==> src/rtl/sram_arbiter.sv <==
// -----------------------------------------------------------------------------
// sram_arbiter
//
// Purpose
//    Shares the single 16-bit external SRAM controller between two 32-bit
//    requesters. Port 0 is the pipeline MEM stage. Port 1 is a secondary
//    master such as a loader or a debug port.
//
//    The arbiter grants one port at a time and latches that port's address,
//    store data and direction. It then fires a one-cycle read or write enable
//    into the controller and holds the operands stable until the transaction
//    completes. It captures the 32-bit read word and returns a one-cycle
//    acknowledge to the winning port.
//
//    All SRAM sequencing (the 16-bit half-word accesses) stays inside the
//    controller. This block only handshakes with it through
//    mem_*_en / mem_ready.
//
//    Transaction timeline, with E0 being the grant edge:
//       E0 .. E1  ISSUE  enable high for exactly one cycle
//       E1 .. E6  BUSY   controller works, mem_ready low until after E5
//       E6 .. E7  DONE   ack[gidx] high, rdata[gidx] valid
//       E8        earliest next grant (one transaction per 8 cycles)
//
// Configuration
//    SRAM_ARB_FIXED_PRIO_EN
//       Defined:   fixed priority; port 0 always wins simultaneous requests,
//                  and no priority pointer is built.
//       Undefined: round-robin; after each completion the pointer prefers
//                  the port that was not just served.
//
// Ports
//    clk                   system clock, rising edge
//    rst                   asynchronous active-high reset (shared with the
//                          SRAM controller)
//    req0/req1             access request per port
//    we0/we1               1 = write, 0 = read
//    addr0/addr1   [31:0]  word address (controller decodes [17:0])
//    wdata0/wdata1 [31:0]  store data, ignored for reads
//    rdata0/rdata1 [31:0]  registered read result, valid while ackN is high;
//                          each port's word is held until that port's next
//                          completion
//    ack0/ack1             one-cycle completion pulse
//    stall0/stall1         reqN & ~ackN, combinational pipeline freeze
//    mem_w_en/mem_r_en     one-cycle enables to the SRAM controller
//    mem_addr/mem_wdata    latched operands, stable from ISSUE through DONE
//    mem_rdata     [31:0]  controller read data
//    mem_ready             controller idle; low while a transaction runs
// -----------------------------------------------------------------------------
module sram_arbiter (
   input  logic        clk,
   input  logic        rst,

   input  logic        req0,
   input  logic        we0,
   input  logic [31:0] addr0,
   input  logic [31:0] wdata0,
   output logic [31:0] rdata0,
   output logic        ack0,
   output logic        stall0,

   input  logic        req1,
   input  logic        we1,
   input  logic [31:0] addr1,
   input  logic [31:0] wdata1,
   output logic [31:0] rdata1,
   output logic        ack1,
   output logic        stall1,

   output logic        mem_w_en,
   output logic        mem_r_en,
   output logic [31:0] mem_addr,
   output logic [31:0] mem_wdata,
   input  logic [31:0] mem_rdata,
   input  logic        mem_ready
);

   typedef enum logic [1:0] {
      ST_IDLE  = 2'd0,
      ST_ISSUE = 2'd1,
      ST_BUSY  = 2'd2,
      ST_DONE  = 2'd3
   } state_t;

   state_t      state_q, state_d;
   logic [31:0] addr_q,  addr_d;
   logic [31:0] wdata_q, wdata_d;
   logic        we_q,    we_d;
   logic        gidx_q,  gidx_d;
   logic [31:0] rbuf_q,  rbuf_d;
   logic [31:0] rdata0_q, rdata0_d;
   logic [31:0] rdata1_q, rdata1_d;

   // Grant selection for the current IDLE cycle.
   logic grant_valid;
   logic grant_idx;

`ifndef SRAM_ARB_FIXED_PRIO_EN
   // Priority pointer: 0 prefers port 0, 1 prefers port 1.
   logic prio_q, prio_d;
`endif

   // -------------------------------------------------------------------------
   // Grant selection
   // -------------------------------------------------------------------------
   always_comb begin
      grant_valid = req0 | req1;
`ifdef SRAM_ARB_FIXED_PRIO_EN
      // Port 1 wins only when port 0 is silent.
      grant_idx = ~req0;
`else
      // A lone requester wins outright. On a tie the pointer decides.
      if (req0 & req1) begin
         grant_idx = prio_q;
      end else begin
         grant_idx = req1;
      end
`endif
   end

   // -------------------------------------------------------------------------
   // Next-state and output logic
   // -------------------------------------------------------------------------
   always_comb begin
      state_d  = state_q;
      addr_d   = addr_q;
      wdata_d  = wdata_q;
      we_d     = we_q;
      gidx_d   = gidx_q;
      rbuf_d   = rbuf_q;
      rdata0_d = rdata0_q;
      rdata1_d = rdata1_q;
`ifndef SRAM_ARB_FIXED_PRIO_EN
      prio_d   = prio_q;
`endif
      mem_w_en = 1'b0;
      mem_r_en = 1'b0;
      ack0     = 1'b0;
      ack1     = 1'b0;

      case (state_q)
         ST_IDLE: begin
            // Requests are sampled only here. Anything that arrives later
            // waits for the next IDLE cycle.
            if (grant_valid) begin
               gidx_d  = grant_idx;
               addr_d  = grant_idx ? addr1  : addr0;
               wdata_d = grant_idx ? wdata1 : wdata0;
               we_d    = grant_idx ? we1    : we0;
               state_d = ST_ISSUE;
            end
         end

         ST_ISSUE: begin
            mem_w_en = we_q;
            mem_r_en = ~we_q;
            state_d  = ST_BUSY;
         end

         ST_BUSY: begin
            // The controller assembles the 32-bit word while busy. The last
            // sample taken before ready rises is the finished word, so keep
            // overwriting rbuf until then.
            if (!mem_ready) begin
               rbuf_d = mem_rdata;
            end else begin
               // Transfer into the winner's result register now so the word
               // is valid in the same cycle as the ack.
               if (gidx_q) begin
                  rdata1_d = rbuf_q;
               end else begin
                  rdata0_d = rbuf_q;
               end
               state_d = ST_DONE;
            end
         end

         ST_DONE: begin
            ack0 = ~gidx_q;
            ack1 = gidx_q;
`ifndef SRAM_ARB_FIXED_PRIO_EN
            prio_d = ~gidx_q;
`endif
            state_d = ST_IDLE;
         end

         default: begin
            state_d = ST_IDLE;
         end
      endcase
   end

   // -------------------------------------------------------------------------
   // State registers
   // -------------------------------------------------------------------------
   always_ff @(posedge clk or posedge rst) begin
      if (rst) begin
         state_q  <= ST_IDLE;
         addr_q   <= 32'd0;
         wdata_q  <= 32'd0;
         we_q     <= 1'b0;
         gidx_q   <= 1'b0;
         rbuf_q   <= 32'd0;
         rdata0_q <= 32'd0;
         rdata1_q <= 32'd0;
`ifndef SRAM_ARB_FIXED_PRIO_EN
         prio_q   <= 1'b0;
`endif
      end else begin
         state_q  <= state_d;
         addr_q   <= addr_d;
         wdata_q  <= wdata_d;
         we_q     <= we_d;
         gidx_q   <= gidx_d;
         rbuf_q   <= rbuf_d;
         rdata0_q <= rdata0_d;
         rdata1_q <= rdata1_d;
`ifndef SRAM_ARB_FIXED_PRIO_EN
         prio_q   <= prio_d;
`endif
      end
   end

   // -------------------------------------------------------------------------
   // Output wiring
   // -------------------------------------------------------------------------
   // The operands only change on a grant in IDLE, so they are stable from
   // ISSUE through DONE.
   assign mem_addr  = addr_q;
   assign mem_wdata = wdata_q;
   assign rdata0    = rdata0_q;
   assign rdata1    = rdata1_q;

   // Zero-latency freeze: a requester stalls until the cycle of its own ack.
   assign stall0 = req0 & ~ack0;
   assign stall1 = req1 & ~ack1;

endmodule

==> config.mk <==
export PLATFORM = sky130hd
export DESIGN_NAME = sram_arbiter
export DESIGN_NICKNAME = d
export VERILOG_FILES = /design/src/rtl/sram_arbiter.sv
export SDC_FILE = /design/constraint.sdc
export NUM_CORES = 1
export LEC_CHECK = 0
export ABC_AREA = 1
export BUFFER_PORTS_ARGS = -buffer_cell sky130_fd_sc_hd__buf_2
export CORE_MARGIN = 5
export CORE_UTILIZATION = 52
export DETAILED_ROUTE_END_ITERATION = 10
export PLACE_DENSITY = 0.85
export SETUP_SLACK_MARGIN = 0.15
export SKIP_LAST_GASP = 1
export SYNTH_ARGS = -nofsm -noshare
export SYNTH_HDL_FRONTEND = slang
export SYNTH_SLANG_ARGS = --single-unit
==> constraint.sdc <==
create_clock -name clk -period 7.4 [get_ports clk]
set_input_delay 0.74 -clock clk [delete_from_list [all_inputs] [get_ports clk]]
set_output_delay 0.74 -clock clk [all_outputs]
set_load 0.1 [all_outputs]
Word level (Yosys, flattened, before mapping)

Index checks and enable logic that the tools add are counted.

Memories kept: 0
Word-level logic and storage cells: 40
Memory bits (writable): 0
Memory bits (read-only): 0
Output and inout bits: 134
Latch bits: 0
Register bits: 165

Multipliers: 0
Add/subtract/negate cells: 0
Bitwise logic cells: 9
$lt $le $gt $ge: 0
Eq/ne operators: 5
Reduce and logical (&&, ||, !) cells: 6
Shift operators: 0
Muxes and demuxes: 11
Divide/modulo/power cells: 0

Operators by type and width:

| cell                                                                  | number |
|---|---|
| 32-bit 2-to-1 mux                                                     | 2 |
| 2-bit case mux with 4 select lines                                    | 1 |
| 1-bit 2-to-1 mux                                                      | 6 |
| 2-bit AND reduction                                                   | 3 |
| 3-bit AND reduction                                                   | 2 |
| 1-bit inverter                                                        | 5 |
| 2-bit equality test, second input constant                            | 2 |
| 2-bit 2-to-1 mux                                                      | 2 |
| 2-bit inequality test, second input constant                          | 2 |
| 1-bit AND                                                             | 3 |
| 2-bit by 1-bit equality test with 1-bit output, second input constant | 1 |
| 2-bit logical NOT                                                     | 1 |
| 1-bit bitwise OR                                                      | 1 |

Longest topological paths before layout

Gate-level depths: netlist of the first run.

Depth after elaboration: 4
Mapped depth: 8
Depth with buffers taken out: 6

Least setup slack after synthesis of the first run

OpenSTA, ideal clock, no wires.

Kind: register to output
Start: register state_q[0]
End: output port stall0
Path buffers: 0
Cell stages (with the launch flop): 5
Setup slack: 4,190 ps
Data arrival time: 2,470 ps
Data required time: 6,660 ps
Path through: dfrtp_1 ha_1 nand2_1 inv_1 nor2_1

Word-level cells in the longest chain between the ends: 4

Ends and longest elaborated chain:

| element                  | RTL line | text |
|---|---|---|
| start: declaration       | 85       | `state_t state_q, state_d;` |
| start signal: assignment | 210      | `state_q <= state_d;` |
| 2-bit equality test      | 141      | `case (state_q)` |
| 1-bit 2-to-1 mux         | 141      |  |
| via ack0                 | 59       | `output logic ack0,` |
| 1-bit inverter           | 235      | `assign stall0 = req0 & ~ack0;` |
| 1-bit AND                | 235      |  |
| end: declaration         | 60       | `output logic stall0,` |

The timed path passes the listed nets, and every way through them passes these cells.

Worst setup path in the final report of the first run

Start: input port req1
End: output port stall1

Word-level cells in the longest chain between the ends: 1

Ends and longest elaborated chain:

| element            | RTL line | text |
|---|---|---|
| start: declaration | 62       | `input logic req1,` |
| 1-bit AND          | 236      | `assign stall1 = req1 & ~ack1;` |
| end: declaration   | 68       | `output logic stall1,` |

No other way between the ends.

==> out/summary.txt, run 1 <==
status: finished clean
Fin. Hold Viols: 0
kind of cell adding the most delay to the critical path: buffers and inverters
largest net degree at the start of global routing: 104
hold_buf cts: 0
IO buf count: 300
Setup TNS Final: 0 ns
highest clock rate: 0.357 GHz
Synth top area share: 0.556
critical path capture point type: output pin
slowest CP cell: buf_4
Worst-Skew Late Latency: 0.42 ns
chip width: 129 um
post-route design area: 9610 um^2
Setup CP Type: primary input to output pin
WP buf/inv: 4
Synth area leader: dfrtp_1
CP Max Fanout: 68
yosys warns: 0
Mapped Nets: 1,111
Slew Limit Headroom: 0.233
Largest stage delay, worst path: 0.58 ns
most common cell in the netlist: nand2_1
Max Cap Viol: 0
Vias: 7,182
grt total ovfl: 0
antenna-violating nets left: 0
routed wire length: 21,200 um
GRT Total Usage: 0.252
Cells after Synth: 939
first-pass GRT wire length: 33,500 um
Most Frequent Cell on Critical Path: buf_2
Vias/cell: 5.11
library cells used by synthesis: 14
router iterations before antenna repair: 5
EDFF count, synth: 0
CP required: 6.66 ns
Post CTS Setup Buffer Count: 0
share of layout cells above drive strength 1: 0.281
ys flop type: dfrtp_1
skew final: 0.00852 ns
arrival time at the worst endpoint: 2.06 ns
Max clock buf depth: 2
CTS tree: built
post-synthesis sequential area ratio: 0.556
Worst Max-Slew Pin Slew: 1.15 ns
top cells by area, synth: dfrtp_1, nand2_1, nand3_1, inv_1, o21ai_0
Die H: 129 um
post-CTS sizing: 0
Starting Density: 0.533
path category of the worst min-delay check: flip-flop to flip-flop
vias in the first global route: 6,922
leading cell types by count after synthesis: nand2_1, inv_1, dfrtp_1, nand3_1, o21ai_0
num ports: 301
initial detailed-routing violation count: 483
RSZ-0062 raised after global routing: no
final net count: 1,383
core area: 13,900 um^2
CTS Root Cell: clkbuf_16
initial antenna violation count: 1
Hold Slack: 0.475 ns
drt drc: 0
post-route minimum period: 2.80 ns
Post-Syn Area: 7420 um^2
area delta synth->final: 29.5%
Sink Count: 165
Avg Inst Size Synth: 7.90 um^2
H-tree Lvls: 4
Yosys reg bits: 165
DIE AREA: 16,800 um^2
dpl hpwl: 14,600 um
TritonCTS buffer count: 17
Post-synth ARST share: 1.00
max-slew violation count: 0
placed inst area: 8980 um^2
WL per Instance: 15.1 um
final setup fails: 0
Core Rows: 43
crit share post-route: 0.378
clock slew at reported path FFs: 0.06 ns
CP cell instances: buf_2, buf_4, inv_2, nor2_1, buf_2
fin util: 0.690
CP Launch Type: primary input
RePlAce Congestion: 0.867
[placed cells by master, fill, tap and decap left out, types with 5 or more instances in the layout]
cell type,n
ha_1,5
inv_1,172
o21ai_0,65
a21oi_1,32
dfrtp_1,165
buf_4,7
nand2_1,267
clkbuf_16,17
nor2_1,36
buf_2,300
nand3_1,132
[cell type report]
class	count	area (um^2)
diodes	1	2.50
clock buffers	22	454
clock inverters	10	171
fillers	1123	4330
inverters	175	662
multi-input cells	545	2410
flip-flops and latches	165	4130
well taps	180	225
repair buffers	307	1550
[stage by stage]
step	worst slack, ns	std cells
final	4.60	1405
after global routing	4.51	1405
after CTS	4.61	1404
after detailed placement	4.48	1372
after global placement	4.52	1372
after floorplan	2.20	939
[cells by family after synthesis]
group / synth area share
buf+inv: 0.122
simple gates: 0.245
fa+ha+maj: 0.00843
flops: 0.556
compound gates: 0.0679
[final timing paths]
kind / depth (start not counted) / start / to / slack [ns]
min in group asynchronous: 2 / rst / rdata1[17]$_DFFE_PP0P_ / 0.49
worst min register to register: 2 / rdata1[4]$_DFFE_PP0P_ / rdata1[4]$_DFFE_PP0P_ / 0.48
max in group asynchronous: 3 / rst / mem_addr[26]$_DFFE_PP0P_ / 5.52
worst max-delay path: 5 / req1 / stall1 / 4.60
worst max register to register: 4 / state_q[0]$_DFFE_PP0P_ / rdata0[30]$_DFFE_PP0P_ / 4.97
worst min-delay path: 2 / rdata1[4]$_DFFE_PP0P_ / rdata1[4]$_DFFE_PP0P_ / 0.48
[state kept, by name (all words and copies together), names as in the netlist]
register	count
mem_wdata	32
gidx_q	1
rdata0	32
prio_q	1
mem_addr	32
rdata1	32
state_q	2
rbuf_q	32
we_q	1
[per-layer routing]
layer | vias up | global-route usage | part of all wire
li1 | 3402 | - | -
met1 | 3340 | 0.319 | 0.39
met2 | 379 | 0.407 | 0.48
met3 | 61 | 0.0734 | 0.096
met4 | 0 | 0.110 | 0.037
met5 | - | 0 | 0
[worst reg2reg max path, cell delays in order, from the launching register on]
cell	delay, ns
dfrtp_1	0.41
inv_1	0.11
ha_1	0.28
nand3_2	0.90
o21ai_0	0.61
Power of run 1 is not shown: default switching activity piles up to over one toggle a cycle in this logic, so the estimate is an artifact.
==> run 2, diff against run 1 <==
Settings changed: CORE_UTILIZATION 52 to 49, PLACE_DENSITY 0.85 to 0.81.
Clock period 7.4 ns to 2.9 ns, I/O delays scaled along.
==> run 2 against run 1 <==
Compared with the run above: utilization fell by 4.6 points; non-clock buffer count rose by 10; via count fell by 3.7%; largest cell class unchanged.
==> out/summary.txt, run 2 (synthesized netlist as in run 1, its figures left out) <==
critical path capture point type: flip-flop
ANT cells: 0
largest net degree at the start of global routing: 68
# fillers: 1,253
share of layout cells above drive strength 1: 0.289
CP Max Fanout: 37
chip width: 133 um
final setup fails: 0
Worst Max-Slew Pin Slew: 0.763 ns
Setup CP Type: flip-flop to flip-flop
TritonCTS buffer count: 17
CTS tree: built
final net count: 1,393
most frequent cells in the layout: buf_2, nand2_1, inv_1
Max Cap Viol: 0
CTS Root Cell: clkbuf_16
path category of the worst min-delay check: primary input to flip-flop
GRT Total Usage: 0.227
IO buf count: 300
CP startpoint: state_q[0]$_DFFE_PP0P_
dpl hpwl: 14,600 um
RePlAce Congestion: 0.812
initial detailed-routing violation count: 387
Post CTS Setup Buffer Count: 0
area delta synth->final: 30.3%
FF-to-FF Start: state_q[0]$_DFFE_PP0P_
max-slew violation count: 0
Fin. Hold Viols: 0
Worst-Skew Late Latency: 0.42 ns
register area: 4130 um^2
WL per Instance: 14.1 um
grt total ovfl: 0
Vias/cell: 4.87
core area: 15,000 um^2
Max clock buf depth: 2
Hold Startpoint: mem_rdata[8]
arrival time at the worst endpoint: 2.36 ns
first-pass GRT wire length: 32,600 um
RSZ-0062 raised after global routing: no
post-route minimum period: 2.08 ns
skew final: 0.0104 ns
Setup TNS Final: 0 ns
Core Rows: 45
CP Launch Type: flip-flop
initial antenna violation count: 1
Vias: 6,915
router iterations before antenna repair: 5
highest clock rate: 0.481 GHz
Sink Count: 165
area taken by multi-input logic gates: 2410 um^2
Die H: 133 um
antenna-violating nets left: 0
commonest non-fill, non-tap cell in the layout: buf_2
status: finished clean
drt drc: 0
routed wire length: 20,100 um
Slew Limit Headroom: 0.490
Starting Density: 0.494
crit share post-route: 0.716
reg-to-reg slack, setup: 0.82 ns
num ports: 301
H-tree Lvls: 4
CP required: 3.18 ns
vias in the first global route: 6,590
clock slew at reported path FFs: 0.07 ns
DIE AREA: 17,700 um^2
## run 2: changes by cell type in the layout (fill, tap and decap cells not counted), sizes merged
cell	before	now
bufinv	4	2
clkbuf	22	18
buf	307	316
clkinvlp	3	2
clkinv	1	4
diode	1	0
inv	177	180
dlygate4sd3	0	1
## run 2: area by class of cell
| cell class | instances | share of cell area |
|---|---|---|
| Sequential cell | 165 | 0.427 |
| Multi-Input combinational cell | 545 | 0.250 |
| Timing Repair Buffer | 317 | 0.171 |
| Inverter | 175 | 0.0683 |
| Clock buffer | 18 | 0.0444 |
| Tap cell | 188 | 0.0243 |
| Clock inverter | 13 | 0.0151 |
## run 2: worst max-delay path: stages, from the launching register on
cell and delay [ns]:
dfrtp_1 0.41, inv_1 0.11, ha_1 0.26, nand3_2 0.58, buf_4 0.43, nand2_1 0.08
o21ai_0 0.09
## run 2: final timing paths
path	end	depth (start not counted)
hold / removal	rbuf_q[8]$_DFFE_PP0P_	3
max in group asynchronous	rdata1[22]$_DFFE_PP0P_	4
setup reg to reg	rdata0[19]$_DFFE_PP0P_	6
setup / recovery	rdata0[19]$_DFFE_PP0P_	6
min in group asynchronous	mem_wdata[12]$_DFFE_PP0P_	3
hold reg to reg	mem_addr[3]$_DFFE_PP0P_	2
## run 2: per-stage QoR
stage | hold WS, ns | std cells | instance area (um^2) | utilization | setup WS [ns]
CTS | 0.103 | 1421 | 9670 | 0.643 | 0.788
global route | 0.111 | 1421 | 9670 | 0.643 | 0.619
floorplan | 0.449 | 939 | 7430 | - | 0.163
detailed placement | 0.413 | 1389 | 9080 | 0.604 | 0.818
global placement | 0.416 | 1389 | 9080 | 0.604 | 0.958
finish | 0.119 | 1421 | 9670 | 0.643 | 0.823
## run 2: what timing repair did
item / 4_1_cts / 5_1_grt
hold endpoints to repair: 26 / 0
resized for setup: 0 / 0
hold buffers: 1 / 0
## run 2: layer usage
| layer | track usage | wire length (um) | vias to the layer above |
|---|---|---|---|
| met4 | 0.0797 | 431 | 2 |
| met2 | 0.362 | 9500 | 294 |
| met5 | 0 | 11 | - |
| li1 | - | - | 3421 |
| met1 | 0.298 | 8410 | 3169 |
| met3 | 0.0673 | 1710 | 29 |
Power of run 2 is left out for the same reason.
